File: config.mk
export PLATFORM = sky130hd
export DESIGN_NAME = elevator_controller
export DESIGN_NICKNAME = d
export VERILOG_FILES = /design/src/rtl/elevator_controller.sv
export SDC_FILE = /design/constraint.sdc
export NUM_CORES = 1
export LEC_CHECK = 0
export CAP_MARGIN = 20
export CORE_MARGIN = 4
export CORE_UTILIZATION = 50
export CTS_BUF_LIST = sky130_fd_sc_hd__clkbuf_2
export DETAILED_ROUTE_END_ITERATION = 8
export DONT_BUFFER_PORTS = 1
export SKIP_LAST_GASP = 1
export SLEW_MARGIN = 20
export SYNTH_ARGS = -nofsm -noshare
export SYNTH_HDL_FRONTEND = slang
export SYNTH_SLANG_ARGS = --single-unit
File: constraint.sdc
create_clock -name clk_in -period 6.1 [get_ports clk_in]
set_clock_uncertainty 0.05 [all_clocks]
set_input_delay 1.22 -clock clk_in [delete_from_list [all_inputs] [get_ports clk_in]]
set_output_delay 1.22 -clock clk_in [all_outputs]
set_load 0.02 [all_outputs]
File: src/rtl/elevator_controller.sv
// Five-floor collective elevator controller: latches hall and car calls, sweeps up/down
// with timed floor travel and door dwell, and drives request LEDs plus a seven-segment status.
module elevator_controller #(
    parameter int FLOOR_TICKS = 100,
    parameter int DOOR_TICKS  = 150
) (
    input  logic       clk_in,
    input  logic       rst,
    input  logic       floor_0_p,
    input  logic       floor_1_p,
    input  logic       floor_2_p,
    input  logic       floor_3_p,
    input  logic       floor_4_p,
    input  logic       direction_1,
    input  logic       direction_2,
    input  logic       direction_3,
    input  logic       floor_0_d,
    input  logic       floor_1_d,
    input  logic       floor_2_d,
    input  logic       floor_3_d,
    input  logic       floor_4_d,
    output logic       led_inside_0,
    output logic       led_inside_1,
    output logic       led_inside_2,
    output logic       led_inside_3,
    output logic       led_inside_4,
    output logic       led_outside_0,
    output logic       led_outside_1,
    output logic       led_outside_2,
    output logic       led_outside_3,
    output logic       led_outside_4,
    output logic       led_busy,
    output logic [7:0] a,
    output logic [7:0] b,
    output logic [7:0] c,
    output logic [7:0] d,
    output logic [7:0] e,
    output logic [7:0] f,
    output logic [7:0] g,
    output logic [7:0] p
);
    localparam int MAX_TICKS = (FLOOR_TICKS > DOOR_TICKS) ? FLOOR_TICKS : DOOR_TICKS;
    localparam int TICK_W    = $clog2(MAX_TICKS + 1);
    localparam logic [TICK_W-1:0] FLOOR_LAST = TICK_W'(FLOOR_TICKS - 1);
    localparam logic [TICK_W-1:0] DOOR_LAST  = TICK_W'(DOOR_TICKS - 1);

    typedef enum logic [1:0] {IDLE, MOVING, DOOR_OPEN} state_t;

    state_t            state_q, state_d;
    logic [2:0]        curFloor_q, curFloor_d;
    logic              dirUp_q, dirUp_d;
    logic [TICK_W-1:0] tick_q, tick_d;
    logic [4:0]        carReq_q, carReq_d, hallUp_q, hallUp_d, hallDn_q, hallDn_d;

    logic [4:0] hallBtn, carBtn, upSel, latchEn, curOneHot, nextOneHot, allReq;
    logic [4:0] hallUpSet, hallDnSet, carSet, carClr, upClr, dnClr;
    logic [2:0] nextFloor, upDist, dnDist;
    logic       curPress, pickUp, stopHere;
    logic [6:0] seg0, seg1;

    // Floors strictly beyond fl in the given direction.
    function automatic logic [4:0] aheadMask(input logic [2:0] fl, input logic up);
        logic [4:0] above, below;
        above = 5'b11110 << fl;
        below = (5'b00001 << fl) - 5'b00001;
        return up ? above : below;
    endfunction

    function automatic logic [6:0] digitSegs(input logic [2:0] fl);
        case (fl)
            3'd0:    return 7'b1111110;
            3'd1:    return 7'b0110000;
            3'd2:    return 7'b1101101;
            3'd3:    return 7'b1111001;
            3'd4:    return 7'b0110011;
            default: return 7'b0000000;
        endcase
    endfunction

    assign hallBtn    = {floor_4_p, floor_3_p, floor_2_p, floor_1_p, floor_0_p};
    assign carBtn     = {floor_4_d, floor_3_d, floor_2_d, floor_1_d, floor_0_d};
    assign upSel      = {1'b0, direction_3, direction_2, direction_1, 1'b1};
    assign curOneHot  = 5'b00001 << curFloor_q;
    assign nextOneHot = 5'b00001 << nextFloor;
    assign latchEn    = (state_q == MOVING) ? 5'b11111 : ~curOneHot;
    assign hallUpSet  = hallBtn & upSel & latchEn;
    assign hallDnSet  = hallBtn & ~upSel & latchEn;
    assign carSet     = carBtn & latchEn;
    assign allReq     = carReq_q | hallUp_q | hallDn_q;
    assign curPress   = (state_q != MOVING) && (((hallBtn | carBtn) & curOneHot) != 5'b0);

    // Nearest pending request on each side; 7 marks "none", so an empty side never wins.
    always_comb begin
        upDist = 3'd7;
        dnDist = 3'd7;
        for (int i = 4; i >= 0; i--) begin
            if (allReq[3'(i)] && (3'(i) > curFloor_q)) upDist = 3'(i) - curFloor_q;
        end
        for (int i = 0; i <= 4; i++) begin
            if (allReq[3'(i)] && (3'(i) < curFloor_q)) dnDist = curFloor_q - 3'(i);
        end
        pickUp = (upDist <= dnDist);
    end

    always_comb begin
        nextFloor = curFloor_q;
        if (dirUp_q && (curFloor_q < 3'd4)) nextFloor = curFloor_q + 3'd1;
        else if (!dirUp_q && (curFloor_q > 3'd0)) nextFloor = curFloor_q - 3'd1;
    end

    assign stopHere = (|(carReq_q & nextOneHot))
                   || (dirUp_q ? (|(hallUp_q & nextOneHot)) : (|(hallDn_q & nextOneHot)))
                   || ((|((hallUp_q | hallDn_q) & nextOneHot))
                       && ((allReq & aheadMask(nextFloor, dirUp_q)) == 5'b0))
                   || (nextFloor == 3'd0) || (nextFloor == 3'd4);

    always_comb begin
        state_d    = state_q;
        curFloor_d = curFloor_q;
        dirUp_d    = dirUp_q;
        tick_d     = tick_q;
        carClr     = 5'b0;
        upClr      = 5'b0;
        dnClr      = 5'b0;
        case (state_q)
            IDLE: begin
                if (curPress) begin
                    state_d = DOOR_OPEN;
                    tick_d  = '0;
                end else if (allReq != 5'b0) begin
                    state_d = MOVING;
                    tick_d  = '0;
                    dirUp_d = pickUp;
                end
            end
            MOVING: begin
                if (tick_q == FLOOR_LAST) begin
                    tick_d     = '0;
                    curFloor_d = nextFloor;
                    if (stopHere) begin
                        state_d = DOOR_OPEN;
                        carClr  = nextOneHot;
                        if (dirUp_q) upClr = nextOneHot;
                        else         dnClr = nextOneHot;
                        if ((allReq & aheadMask(nextFloor, dirUp_q)) == 5'b0) begin
                            upClr = nextOneHot;
                            dnClr = nextOneHot;
                        end
                    end
                end else begin
                    tick_d = tick_q + TICK_W'(1);
                end
            end
            DOOR_OPEN: begin
                if (curPress) begin
                    tick_d = '0;
                end else if (tick_q == DOOR_LAST) begin
                    tick_d = '0;
                    if ((allReq & aheadMask(curFloor_q, dirUp_q)) != 5'b0) begin
                        state_d = MOVING;
                    end else if ((allReq & aheadMask(curFloor_q, !dirUp_q)) != 5'b0) begin
                        state_d = MOVING;
                        dirUp_d = !dirUp_q;
                    end else begin
                        state_d = IDLE;
                    end
                end else begin
                    tick_d = tick_q + TICK_W'(1);
                end
            end
            default: state_d = IDLE;
        endcase
        // Clears are applied after sets so a stop beats a press at the same floor.
        carReq_d = (carReq_q | carSet) & ~carClr;
        hallUp_d = (hallUp_q | hallUpSet) & ~upClr;
        hallDn_d = (hallDn_q | hallDnSet) & ~dnClr;
    end

    always_ff @(posedge clk_in) begin
        if (!rst) begin
            state_q    <= IDLE;
            curFloor_q <= 3'd0;
            dirUp_q    <= 1'b1;
            tick_q     <= '0;
            carReq_q   <= 5'b0;
            hallUp_q   <= 5'b0;
            hallDn_q   <= 5'b0;
        end else begin
            state_q    <= state_d;
            curFloor_q <= curFloor_d;
            dirUp_q    <= dirUp_d;
            tick_q     <= tick_d;
            carReq_q   <= carReq_d;
            hallUp_q   <= hallUp_d;
            hallDn_q   <= hallDn_d;
        end
    end

    assign {led_inside_4, led_inside_3, led_inside_2, led_inside_1, led_inside_0} = carReq_q;
    assign {led_outside_4, led_outside_3, led_outside_2, led_outside_1, led_outside_0} =
        hallUp_q | hallDn_q;
    assign led_busy = (state_q != IDLE);

    // Segment order is abcdefg, active-high here and inverted onto the pins.
    assign seg0 = digitSegs(curFloor_q);
    assign seg1 = (state_q == MOVING) ? (dirUp_q ? 7'b0111110 : 7'b0111101) : 7'b0000001;

    assign a = {6'h3F, ~seg1[6], ~seg0[6]};
    assign b = {6'h3F, ~seg1[5], ~seg0[5]};
    assign c = {6'h3F, ~seg1[4], ~seg0[4]};
    assign d = {6'h3F, ~seg1[3], ~seg0[3]};
    assign e = {6'h3F, ~seg1[2], ~seg0[2]};
    assign f = {6'h3F, ~seg1[1], ~seg0[1]};
    assign g = {6'h3F, ~seg1[0], ~seg0[0]};
    assign p = 8'hFF;
endmodule

# Yosys cells after proc, flatten, opt, wreduce, memory -nomap -nowiden
# Index checks and enable logic that the tools add are counted.
totals:
  regBits: 29
  latchBits: 0
  ramBits: 0
  rom_bits: 0
  in_bits: 15
  elab_cells: 183
  mem_count: 0
classes:
  n_addsub: 11
  mul: 0
  div: 0
  n_lt_le_gt_ge: 11
  eq_ne: 19
  n_shift: 4
  n_mux: 53
  n_bitwise: 42
  n_reduce_logical: 36
ops:
  columns: ["operator", "n"]
  rows:
  - ["$mux W5", 17]
  - ["$and A5 B5 Y5", 15]
  - ["$mux W8", 5]
  - ["$or A5 B5 Y5", 7]
  - ["$pmux W7 S5", 1]
  - ["$mux W3", 10]
  - ["$pmux W8 S3", 1]
  - ["$not A5 Y5", 4]
  - ["$reduce_bool A5 Y1", 4]
  - ["$reduce_or A5 Y1", 4]
  - ["$ne A2 B2 Y1 const B", 8]
  - ["$mux W2", 7]
  - ["$not A1 Y1", 13]
  - ["$logic_and A1 B1 Y1", 12]
  - ["$shl A1 B3 Y5 const A", 2]
  - ["$shl A5 B3 Y5 const A", 2]
  - ["$sub A5 B1 Y5 const B", 2]
  - ["$mux W1", 9]
  - ["$add A8 B1 Y8 const B", 1]
  - ["$eq A8 B7 Y1 const B", 1]
  - ["$eq A8 B8 Y1 const B", 1]
  - ["$reduce_and A7 Y1", 1]
  - ["$eq A3 B2 Y1 const B", 2]
  - ["$eq A3 B3 Y1 const B", 2]
  - ["other kinds (32)", 45]

# Depth between registers and ports, before layout
# Gate-level depths: netlist of run 1.
logic_depth:
  depth_word: 18
  ltp_mapped: 19

# Worst setup path after synthesis of run 1
# Ideal clock, no wire load.
synth_path:
  path_kind: "register to register"
  from: "register curFloor_q[2]"
  to: "register state_q[0]"
  arrival_time_ns: 3.715
  setup_slack_ns: 2.217
  stages_incl_launch_ff: 18
  n_path_buf: 4
  synth_period_minus_slack_ns: 3.883
  cell_sequence: "dfxtp_1 clkbuf_1 clkinv_1 ha_1 buf_4 nor4b_2 a31oi_1 nand2_1 clkbuf_1 nand3_1 ha_1 inv_1 o41ai_1 a2111oi_2 a311o_1 buf_6 o211a_4 mux2i_1"
synth_via:
  elab_chain_cells: 15
  elab_cells_between_ends: 52
  classes_between: "add/sub (4); order compare (2); eq/ne (4); shift (4); mux (12); bitwise (8); reduce/logical (18)"
synth_lines:
  columns: ["item", "line", "source"]
  rows:
  - ["from (decl)", "50", "logic [2:0] curFloor_q, curFloor_d;"]
  - ["from (signal assigned)", "190", "curFloor_q <= curFloor_d;"]
  - ["$gt A3 B1 Y1", "108", "else if (!dirUp_q && (curFloor_q > 3'd0)) nextFloor = curFloor_q - 3'd1;"]
  - ["$logic_and A1 B1 Y1", "108", null]
  - ["$mux W3", "108", null]
  - ["$mux W3", "107", "if (dirUp_q && (curFloor_q < 3'd4)) nextFloor = curFloor_q + 3'd1;"]
  - ["$shl A1 B3 Y5", "65, 84", null]
  - ["$sub A5 B1 Y5", "65", "below = (5'b00001 << fl) - 5'b00001;"]
  - ["$mux W5", "66", "return up ? above : below;"]
  - ["$and A5 B5 Y5", "114", "&& ((allReq & aheadMask(nextFloor, dirUp_q)) == 5'b0))"]
  - ["$logic_not A5 Y1", "114", null]
  - ["$logic_and A1 B1 Y1", "114", null]
  - ["$logic_or A1 B1 Y1", "113", "|| ((|((hallUp_q | hallDn_q) & nextOneHot))"]
  - ["$logic_or A1 B1 Y1 (2 in a row)", "115", "|| (nextFloor == 3'd0) || (nextFloor == 3'd4);"]
  - ["$ne A2 B2 Y1 (no source line)", null, null]
  - ["$reduce_and A5 Y1 (no source line)", null, null]
  - ["to (signal assigned)", "189", "state_q <= state_d;"]
  - ["to (decl)", "49", "state_t state_q, state_d;"]
# Several ways; a longest one is shown, not always the timed one. The select of a mux whose other input is x is not followed.
# A chain may end at the register's enable or synchronous reset.

# Worst setup path after layout of run 1
# Ends and elaborated chain as after synthesis.

==> flow_summary.toml, run 1 <==
[status]
status = "finished, final reports clean"

[synth]
synth_seq_area_share_pct = 18.1
postSynth.asyncResetShare_pct = 0
netlist_top_cells_count = "57 x buf_4, 47 x nor2_1, 44 x nand2_1"
synth_edf_count = 0
syn-cell-area_sq_um = 3200
ys_top_cells_by_area = "dfxtp_1 18%, buf_4 13%, ha_1 8.2%, nor2_1 5.5%, o21ai_0 5.3%"
synth_top_area_cell = "dfxtp_1"
synth_warnings = 0
synth_area_per_cell_sq_um = 7.17
synthMostInstantiatedCell = "buf_4"
synth_cell_types = 65
yosysTopAreaCellShare_pct = 18.1
ys.flop_type = "dfxtp_1"
syn_inst = 447
synth-seq-cells = 29

[place]
hpwl_microns = 6810
io_buffers = 0
gp_congestion = 0.936
post-place-ws_ns = 1.50

[critical_path]
r2r_start = "curFloor_q[2]$_SDFFE_PN0P_"
crit_arrival_ns = 4.96
rr_worst_depth = 14
regToRegSetupSlack_ns = 1.38
crit_type = "flop to flop"
endpoint_kind = "flop"
crit_path_max_fanout = 20
required_ns = 6.35
startpoint_type = "flop"
rr_endpoint = "state_q[0]$_SDFFE_PN0P_"

[drt]
routedWlPerCell_microns = 17.3
via_per_inst = 5.94
drt-total-wl_microns = 8800
drtIter0Drc = 260
drc = 0
detail-route-antenna-nets = 0
vias = 3031
first_pass_iters = 5

[die]
core-area_sq_um = 6060
num_rows = 28
ioPinCount = 90
die_y_microns = 88.1
die_area_sq_um = 7750
start_util_pct = 52.9
chipWidth_microns = 88.1

[cts]
clock-sinks = 29
cts_tree = "done"
cts-root-buf = "clkbuf_2"
cts-htree-levels = 2
clk_pin_slew_ns = 0.16
worstSkewPairLatency_ns = 0.36
cts_hold_buf = 0
cts_resized = 0
postCtsSetupBuffers = 0
cts_buffer_depth = 2
cts_made_buffers = 5

[global_route]
globalRouteTotalUtil_pct = 22.9
grt_start_max_net_pins = 27
gr-total-overflow = 0
antenna_found_initial = 0
grt_pass1_vias = 2719
grt_pass1_wl_microns = 14100

[finish]
fillers = 640
area_delta_synth_final_pct = -5.15
insertedDiodeCount = 0
drive_gt1_share_pct = 6.90
final_nets = 470

[sta]
fin_crit_ns = 4.72
slew_viol_final = 0
setup_viol = 0
tns_ns = 0
max-slew-margin-rel_pct = 40.6
hold_viol = 0
post-route-period-util_pct = 77.3
rsz0062_at_grt = "false"
worst_pin_slew_ns = 0.885
fmax_mhz = 212
layout_setup_ws_ns = 1.38

[pwr]
powerDensity_nw_per_um2 = 261
ir_drop_mv = 0.163
power_uw = 792
p_leak_nw = 1.29

[hold_path]
min_path_cells = 2
hp-class = "flop to flop"
hp-start = "hallUp_q[4]$_SDFF_PN0_"
hold_end = "hallUp_q[4]$_SDFF_PN0_"

[flow_run]
drv_cap = 0
==> how the worst max path moves through the flow <==
stage	endpoint	cells past startpoint	slack (ns)	startpoint
finish	state_q[0]$_SDFFE_PN0P_	14	1.38	curFloor_q[2]$_SDFFE_PN0P_
global route	state_q[0]$_SDFFE_PN0P_	14	0.90	curFloor_q[2]$_SDFFE_PN0P_
CTS	state_q[0]$_SDFFE_PN0P_	14	1.46	curFloor_q[2]$_SDFFE_PN0P_
detailed placement	state_q[0]$_SDFFE_PN0P_	14	1.50	curFloor_q[2]$_SDFFE_PN0P_
global placement	state_q[1]$_SDFFE_PN0P_	14	1.66	curFloor_q[2]$_SDFFE_PN0P_
floorplan	state_q[0]$_SDFFE_PN0P_	17	2.22	curFloor_q[2]$_SDFFE_PN0P_
==> final cells by class <==
| class | instances | area, sq um | share of cell area [%] |
|---|---|---|---|
| multi-input cells | 376 | 2230 | 73.4 |
| flip-flops and latches | 29 | 581 | 19.1 |
| well taps | 75 | 93.8 | 3.09 |
| inverters | 20 | 75.1 | 2.47 |
| clock buffers | 5 | 25.0 | 0.823 |
| clock inverters | 3 | 17.5 | 0.576 |
| repair buffers | 2 | 15.0 | 0.494 |
==> kinds of logic (layout without fill, tap and decap cells) <==
| family | Yosys count | after routing | share of synthesized area (%) |
|---|---|---|---|
| and+or+nand+nor | 162 | 162 | 25.1 |
| AOI/OAI and AO/OA | 126 | 126 | 25.6 |
| buffers and inverters | 92 | 30 | 18.1 |
| DFF | 29 | 29 | 18.1 |
| adders and majority gates | 21 | 21 | 8.20 |
| muxes | 9 | 9 | 2.89 |
| xor gates and xnor gates | 7 | 7 | 1.91 |
| other | 1 | 51 | 0.117 |
==> registers in the layout, summed over array words and instances (netlist names) <==
register    flops
curFloor_q      3
hallDn_q        5
tick_q          8
hallUp_q        5
dirUp_q         1
carReq_q        5
state_q         2
==> critical path, cell delays in order, from the launching register on <==
cell,delay (ns)
dfxtp_1,0.68
clkinv_1,0.49
ha_1,0.59
nor4b_2,0.27
a31oi_1,0.24
nand2_1,0.27
nand3_1,0.19
ha_1,0.24
o31ai_1,0.11
nand3_1,0.09
o41ai_1,0.10
a2111oi_2,0.44
a311o_1,0.49
o211a_4,0.22
mux2i_1,0.18
==> placed cells by master, fill, tap and decap left out, drive strengths merged, types with 3 or more instances in the layout <==
| cell type | count |
|---|---|
| a21o | 3 |
| a21oi | 32 |
| a221o | 3 |
| a22oi | 4 |
| a31oi | 13 |
| and3 | 3 |
| clkbuf | 5 |
| clkinv | 5 |
| conb | 51 |
| dfxtp | 29 |
| ha | 21 |
| inv | 17 |
| mux2i | 7 |
| nand2 | 45 |
| nand2b | 4 |
| nand3 | 12 |
| nand4 | 5 |
| nor2 | 48 |
| nor2b | 5 |
| nor3 | 14 |
| nor3b | 3 |
| nor4 | 3 |
| o211ai | 4 |
| o21a | 5 |
| o21ai | 34 |
| o22ai | 7 |
| or2 | 6 |
| or3 | 7 |
| xor2 | 5 |
==> routing by layer <==
layer  GRT usage [%]  vias up  routed length, microns
met5               0        -                       0
met4            5.63        0                     121
met3            3.95       12                     907
met2            34.3      150                    3820
met1            33.9     1417                    3950
li1                -     1452                       -
==> where the power goes <==
group | switching [mW] | leakage (nW) | internal, mW
logic | 0.299 | 1.02 | 0.151
clock network | 0.0708 | 0.0287 | 0.0267
registers | 0.0383 | 0.237 | 0.205
==> stage by stage <==
stage                     utilization [%]  cells  hold WS, ns  cell area, sq um
after global routing                 50.1    510        0.462              3040
final                                50.1    510        0.421              3040
after detailed placement             49.4    502        0.403              3000
after global placement               49.4    502        0.396              3000
after floorplan                         -    497        0.374              3390
after CTS                            50.1    510        0.424              3040
Power figures use the tool's default switching activity.
==> inputs of run 2 (changes only) <==
Settings changed: PLACE_DENSITY set to 0.68.
Clock period 6.1 ns to 4.3 ns, I/O delays scaled along.
==> flow_summary.toml, run 2 (same netlist as run 1, synthesis figures left out) <==
[critical_path]
startpoint_type = "flop"
crit_arrival_ns = 4.26
required_ns = 4.57
crit_path_max_fanout = 12
endpoint_kind = "flop"
crit_type = "flop to flop"

[drt]
first_pass_iters = 5
detail-route-antenna-nets = 0
drc = 0
via_per_inst = 5.99
drt-total-wl_microns = 8530
drtIter0Drc = 307
vias = 3115
routedWlPerCell_microns = 16.4

[sta]
tns_ns = 0
fmax_mhz = 251
worst_pin_slew_ns = 0.807
fin_crit_ns = 3.99
max-slew-margin-rel_pct = 45.8
setup_viol = 0
slew_viol_final = 0
hold_viol = 0
rsz0062_at_grt = "false"
post-route-period-util_pct = 92.8

[cts]
cts_buffer_depth = 2
cts_resized = 0
cts_made_buffers = 5
cts-htree-levels = 2
clock-sinks = 29
postCtsSetupBuffers = 0
worstSkewPairLatency_ns = 0.38
cts_tree = "done"
cts_hold_buf = 0
cts-root-buf = "clkbuf_2"
clk_pin_slew_ns = 0.19

[finish]
final_nets = 480
utilization_pct = 51.9
regMostFlops = "tick_q"
largest_register_ff_count = 8
mostFrequentLayoutCell = "conb_1"
insertedDiodeCount = 0
area_delta_synth_final_pct = -1.91
stdcell_count = 520
mostFrequentLayoutCells = "51 x conb_1, 47 x nor2_1, 44 x nand2_1"
drive_gt1_share_pct = 8.99

[die]
ioPinCount = 90
die_y_microns = 88.1
start_util_pct = 52.9
die_area_sq_um = 7750
chipWidth_microns = 88.1
num_rows = 28
core-area_sq_um = 6060

[pwr]
powerDensity_nw_per_um2 = 389
ir_drop_mv = 0.363
power_mw = 1.22
p_leak_nw = 1.34

[global_route]
grt_pass1_wl_microns = 13500
grt_pass1_vias = 2693
globalRouteTotalUtil_pct = 21.7
antenna_found_initial = 0
grt_start_max_net_pins = 25
gr-total-overflow = 0

[status]
status = "finished, final reports clean"

[place]
io_buffers = 0
hpwl_microns = 6640
place_inst = 512
gp_congestion = 1.02

[flow_run]
drv_cap = 0

[hold_path]
hp-class = "flop to flop"
run 2: report_power, final:
group	internal, mW	total (mW)	switching [mW]
combinational	0.237	0.685	0.448
sequential	0.291	0.326	0.0346
clock	0.0990	0.212	0.113
run 2: final timing paths:
kind                             end                  startpoint  depth (start not counted)  slack (ns)
max          state_q[0]$_SDFFE_PN0P_  curFloor_q[0]$_SDFFE_PN0P_                         15        0.31
min           hallUp_q[4]$_SDFF_PN0_      hallUp_q[4]$_SDFF_PN0_                          2        0.45
max reg2reg  state_q[0]$_SDFFE_PN0P_  curFloor_q[0]$_SDFFE_PN0P_                         15        0.31
min reg2reg   hallUp_q[4]$_SDFF_PN0_      hallUp_q[4]$_SDFF_PN0_                          2        0.45
run 2: layout make-up:
cell class | count | area [sq um]
clock buffers | 5 | 25.0
clock inverters | 3 | 46.3
fillers | 604 | 2920
inverters | 20 | 75.1
multi-input cells | 376 | 2230
flip-flops and latches | 29 | 581
well taps | 75 | 93.8
repair buffers | 12 | 90.1
run 2: per-stage QoR:
step | hold WS (ns) | setup WS (ns) | instance area (sq um)
finish | 0.452 | 0.311 | 3140
global route | 0.470 | 0.0609 | 3140
CTS | 0.449 | 0.393 | 3140
global placement | 0.405 | 0.601 | 3070
floorplan | 0.374 | 0.417 | 3390
detailed placement | 0.400 | 0.430 | 3070
run 2: worst max-delay path, cell delays in order, from the launching register on:
cell and delay, ns:
dfxtp_1 0.59, clkinv_1 0.22, ha_1 0.27, ha_1 0.32, a31oi_1 0.28, nand2_1 0.28
nand3_1 0.20, ha_1 0.25, o31ai_1 0.10, nand3_1 0.09, o41ai_1 0.09, a2111oi_2 0.44
a311o_1 0.23, buf_4 0.17, o211a_4 0.17, mux2i_1 0.18
run 2: metal layers:
layer  wire length [microns]  up-vias  part of all wire, %  GRT usage [%]
met5                       0        -                    0              0
met4                     130        0                  1.5           6.46
met3                     971       13                   11           3.86
met2                    3710      205                   44           32.9
met1                    3720     1416                   44           31.4
li1                        -     1481                    -              -
